===== config.mk =====
export PLATFORM = sky130hd
export DESIGN_NAME = lz77_decoder
export DESIGN_NICKNAME = d
export VERILOG_FILES = /design/src/rtl/lz77_decoder.sv
export SDC_FILE = /design/constraint.sdc
export NUM_CORES = 1
export LEC_CHECK = 0
export ABC_AREA = 1
export CAP_MARGIN = 20
export CORE_MARGIN = 4
export CORE_UTILIZATION = 64
export CTS_CLUSTER_SIZE = 28
export DETAILED_ROUTE_END_ITERATION = 10
export PLACE_DENSITY = 0.85
export RECOVER_POWER = 100
export SLEW_MARGIN = 20
export SYNTH_ARGS = -nofsm -noshare
export SYNTH_HDL_FRONTEND = slang
export SYNTH_SLANG_ARGS = --single-unit

===== constraint.sdc =====
create_clock -name clk -period 2.95 [get_ports clk]
set_input_delay 0.7375 -clock clk [delete_from_list [all_inputs] [get_ports clk]]
set_output_delay 0.7375 -clock clk [all_outputs]
set_load 0.05 [all_outputs]

===== src/rtl/lz77_decoder.sv =====
// LZ77 token decoder with a shift-register history; outputs are registered.
// Optional LZ77_DEC_OFFSET_CHECK_EN adds a fill counter and sticky err output.
module lz77_decoder #(
   parameter int HIST_DEPTH = 9
) (
   input  logic       clk,
   input  logic       rst,
   input  logic       in_valid,
   output logic       in_ready,
   input  logic [3:0] offset,
   input  logic [2:0] match_len,
   input  logic [7:0] char_nxt,
   output logic       out_valid,
   output logic [7:0] out_char,
   output logic       finish
`ifdef LZ77_DEC_OFFSET_CHECK_EN
   ,
   output logic       err
`endif
);

   typedef enum logic [1:0] {IDLE, COPY, LIT, DONE} state_t;

   state_t     state_q, state_d;
   logic [3:0] off_q, off_d;
   logic [2:0] cnt_q, cnt_d;
   logic [7:0] chr_q, chr_d;
   logic       out_valid_q, out_valid_d;
   logic [7:0] out_char_q, out_char_d;
   logic       in_ready_q, in_ready_d;
   logic       finish_q, finish_d;
   logic [7:0] hist_q [HIST_DEPTH];
   logic [7:0] hist_d [HIST_DEPTH];
   logic       push;
   logic [3:0] rd_off;
   logic [7:0] rd_char;

`ifdef LZ77_DEC_OFFSET_CHECK_EN
   localparam int FW = $clog2(HIST_DEPTH + 1);
   logic [FW-1:0] fill_q, fill_d;
   logic          err_q, err_d;
`endif

   // Out-of-range offsets fall through to the oldest entry.
   assign rd_off = (state_q == IDLE) ? offset : off_q;

   always_comb begin
      rd_char = hist_q[HIST_DEPTH-1];
      for (int i = 0; i < HIST_DEPTH; i++)
         if (32'(rd_off) == i)
            rd_char = hist_q[i];
   end

   always_comb begin
      state_d     = state_q;
      off_d       = off_q;
      cnt_d       = cnt_q;
      chr_d       = chr_q;
      out_valid_d = 1'b0;
      out_char_d  = out_char_q;
      hist_d      = hist_q;
      push        = 1'b0;
      unique case (state_q)
         IDLE: begin
            if (in_valid) begin
               off_d       = offset;
               chr_d       = char_nxt;
               push        = 1'b1;
               out_valid_d = 1'b1;
               if (match_len != 3'd0) begin
                  out_char_d = rd_char;
                  cnt_d      = match_len - 3'd1;
                  state_d    = COPY;
               end else begin
                  out_char_d = char_nxt;
                  state_d    = LIT;
               end
            end
         end
         COPY: begin
            push        = 1'b1;
            out_valid_d = 1'b1;
            if (cnt_q != 3'd0) begin
               out_char_d = rd_char;
               cnt_d      = cnt_q - 3'd1;
            end else begin
               out_char_d = chr_q;
               state_d    = LIT;
            end
         end
         LIT: begin
            state_d = (chr_q == 8'h24) ? DONE : IDLE;
         end
         DONE: begin
            state_d = DONE;
         end
         default: begin
            state_d = IDLE;
         end
      endcase
      if (push) begin
         hist_d[0] = out_char_d;
         for (int i = 1; i < HIST_DEPTH; i++)
            hist_d[i] = hist_q[i-1];
      end
      in_ready_d = (state_d == IDLE);
      finish_d   = (state_d == DONE);
   end

`ifdef LZ77_DEC_OFFSET_CHECK_EN
   always_comb begin
      fill_d = fill_q;
      err_d  = err_q;
      if (push && 32'(fill_q) < HIST_DEPTH)
         fill_d = fill_q + FW'(1);
      if (state_q == IDLE && in_valid && match_len != 3'd0 &&
          32'(offset) >= 32'(fill_q))
         err_d = 1'b1;
   end

   always_ff @(posedge clk) begin
      if (rst) begin
         fill_q <= '0;
         err_q  <= 1'b0;
      end else begin
         fill_q <= fill_d;
         err_q  <= err_d;
      end
   end

   assign err = err_q;
`endif

   always_ff @(posedge clk) begin
      if (rst) begin
         state_q     <= IDLE;
         off_q       <= '0;
         cnt_q       <= '0;
         chr_q       <= '0;
         out_valid_q <= 1'b0;
         out_char_q  <= 8'h00;
         in_ready_q  <= 1'b1;
         finish_q    <= 1'b0;
         hist_q      <= '{default: 8'h00};
      end else begin
         state_q     <= state_d;
         off_q       <= off_d;
         cnt_q       <= cnt_d;
         chr_q       <= chr_d;
         out_valid_q <= out_valid_d;
         out_char_q  <= out_char_d;
         in_ready_q  <= in_ready_d;
         finish_q    <= finish_d;
         hist_q      <= hist_d;
      end
   end

   assign out_valid = out_valid_q;
   assign out_char  = out_char_q;
   assign in_ready  = in_ready_q;
   assign finish    = finish_q;

endmodule

==> out/metrics.cfg <==
[outcome]
status=finished, violations left
violations=max-capacitance violations

[setup_path]
startpoint_type=register
critPathKind=reg2reg
crit_required_ns=3.23
path_delay_family=simple AND/OR/NAND/NOR gates
arrival_ns=2.90
crit_start=state_q[1]
path_buf_inv=4
r2r_start=state_q[1]
path_cells=inv_1 -> nand2_1 -> nand2_1 -> nand2_4 -> inv_4 -> nor2_8 -> nand2_4 -> inv_4 -> nand2_1 -> nand3_1 -> nand2_1 -> nand2_1 -> nand2_1 -> nand2_1 -> nand2_1 -> nand2_1 -> nand2_1 -> nand2_1 -> nand3_1 -> nand2_1 -> inv_1
end_kind=register
crit_fanout=13
slowest_stage=dfxtp_1
crit_top_cell=nand2_1
cp_slowest_stage_delay_ns=0.64

[timing]
clock.fmax_mhz=382
fin_setup_tns_ns=0
grt_setup_unrepaired=false
worst_slew_pin_slew_ns=1.50
hold_viol_final=0
fin_worst_skew_ns=0.00965
max_slew_margin_pct=0.202
fin_crit_sh_pct=88.8
fin_crit_ns=2.62
slew_violations=0
fin_ws_ns=0.330
setup_violations=0

[placement]
preCtsSetupSlack_ns=0.0865
finalWeightedCongestion=0.960
hpwl_um=8860
io_buffers=28

[yosys]
synth_area_leaders=dfxtp_1 (41%), o21ai_0 (12%), nand2_1 (11%)
avgSynthCellArea_um2=6.89
synth_top_area_share_pct=41.2
synth_top_area_cell=dfxtp_1
synth.cell_area_um2=4850
yosysWarnings=0
syn-num-nets=723
ys_ff_latch=100
synthCells=704
ys_seq_area_share_pct=41.2
ys_types=30

[floorplan]
row_count=31
dieArea_um2=9040
coreArea_um2=7330
initial_core_util_pct=66.2
io_pins=29
die_h_um=95.1
die_x_um=95.1

[worst_hold_path]
min_from=hist_q[25]
hold_class=reg2reg

[clock_tree]
post_cts_buffers=0
cts_tree=yes
clk_pin_slew_worst_paths_ns=0.10
root_buffer=clkbuf_8
clock_sinks=100
insertion_delay_ns=0.37
cts_made_buffers=9
cts_resized=0
clock_path_buffers=2
cts-htree-levels=3
ctsHoldBuffers=0

[cells_and_area]
drive_gt1_share_pct=7.43
post-route-util_pct=73.4
nNetsFinal=741
mostFrequentLayoutCells=nand2_1 (147), o21ai_0 (117), a21oi_1 (110), inv_1 (100), dfxtp_1 (100)
area_delta_synth_final_pct=10.9
layout_commonest_cell=nand2_1
fill_cells=618
diodes=0

[detailed_routing]
drc_errors=0
wl_per_cell_um=15.3
ant_nets=0
avgViaCountPerCell=5.69
first_pass_iters=5
vias=4704
drt-total-wl_um=12600
drt_iter0_markers=410

[job]
cap_violations=1

[power_and_ir_drop]
power_density_nw_per_um2=745
peakVddDrop_v=0.000416
combPwrFrac_pct=35.8
p_sw_w=0.00164
internal_power_w=0.00237
switching_share_pct=40.9
p_seq_share_pct=43.8
p_leak_nw=2.36
power.share.clock_pct=20.4

[grt]
grt_util_all_layers_pct=29.3
antenna_found_initial=0
grt_pass1_wl_um=20500
grt_overflow=0
grt_pass1_vias=4236
grt_max_degree=87

## cell type report
| cell class | instances | area, um^2 | share of cell area [%] |
|---|---|---|---|
| Clock buffer | 11 | 141 | 2.63 |
| Clock inverter | 5 | 37.5 | 0.697 |
| Inverter | 109 | 415 | 7.72 |
| Multi-Input combinational cell | 463 | 2310 | 42.9 |
| Sequential cell | 100 | 2000 | 37.2 |
| Tap cell | 99 | 124 | 2.30 |
| Timing Repair Buffer | 39 | 354 | 6.58 |
## worst register-to-register path: stages (launching register included)
cell     delay (ns)
dfxtp_1        0.64
inv_1          0.15
nand2_1        0.17
nand2_1        0.11
nand2_4        0.13
inv_4          0.07
nor2_8         0.10
nand2_4        0.10
inv_4          0.10
nand2_1        0.05
nand3_1        0.10
nand2_1        0.07
nand2_1        0.09
nand2_1        0.07
nand2_1        0.06
nand2_1        0.06
nand2_1        0.07
nand2_1        0.07
nand2_1        0.10
nand3_1        0.10
nand2_1        0.09
inv_1          0.03
## per-layer routing
layer	vias up	global-route usage [%]	wire [um]
met5	-	0	0
met4	0	10.1	293
met3	27	6.71	867
met2	204	45.8	5830
met1	2147	39.7	5630
li1	2326	-	-
## state kept, by name, summed over array words and instances, names as in the netlist
signal,cells
out_valid,1
in_ready,1
chr_q,8
state_q,2
out_char,8
finish,1
hist_q,72
off_q,4
cnt_q,3
## power by group through the flow
stage	clock network, W	logic (W)	registers [W]
after global placement	0	0.00141	0.00177
after global routing	0.000881	0.00161	0.00178
final	0.000820	0.00143	0.00175
after CTS	0.000831	0.00146	0.00175
after floorplan	0	0.000968	0.00183
after detailed placement	0	0.00144	0.00178
## worst paths after layout
check | to | slack [ns] | cells past startpoint
hold reg to reg | hist_q[25] | 0.47 | 2
hold / removal | hist_q[25] | 0.47 | 2
setup / recovery | hist_q[69] | 0.33 | 21
setup reg to reg | hist_q[69] | 0.33 | 21
## Yosys cell counts
cell and count:
nand2_4 6, a221oi_1 8, nor2_4 4, nor2_1 14
a21oi_2 2, inv_4 2, buf_1 1, inv_2 4
or2_2 1, o21ai_2 1, clkinv_1 2, a21oi_1 109
and2_1 1, nand2_1 147, o211ai_1 2, nor4_1 2
ha_1 1, nand3_1 32, clkbuf_1 27, buf_6 1
dfxtp_1 100, nor2_8 3, o21ai_0 117, inv_1 100
o21a_1 5, buf_2 3, xnor2_1 1, nand2_2 5
nor3_1 2, clkinv_2 1
## metrics by stage
stage	std cells	instance area, um^2	total power, W	hold slack (ns)
detailed placement	810	5250	0.00322	0.453
global placement	810	5250	0.00318	0.449
CTS	826	5430	0.00404	0.467
floorplan	704	4850	0.00280	0.436
finish	826	5380	0.00401	0.467
global route	826	5380	0.00427	0.496
## kinds of logic after synthesis
kind of cell    count (synthesis)  share of synthesized area (%)
simple gates                  217                           20.7
fa+ha+maj                       1                          0.258
compound gates                244                           26.4
xor+xnor                        1                          0.180
flops                         100                           41.2
buf+inv                       141                           11.3
No activity file was read; power rests on OpenSTA's default activity.
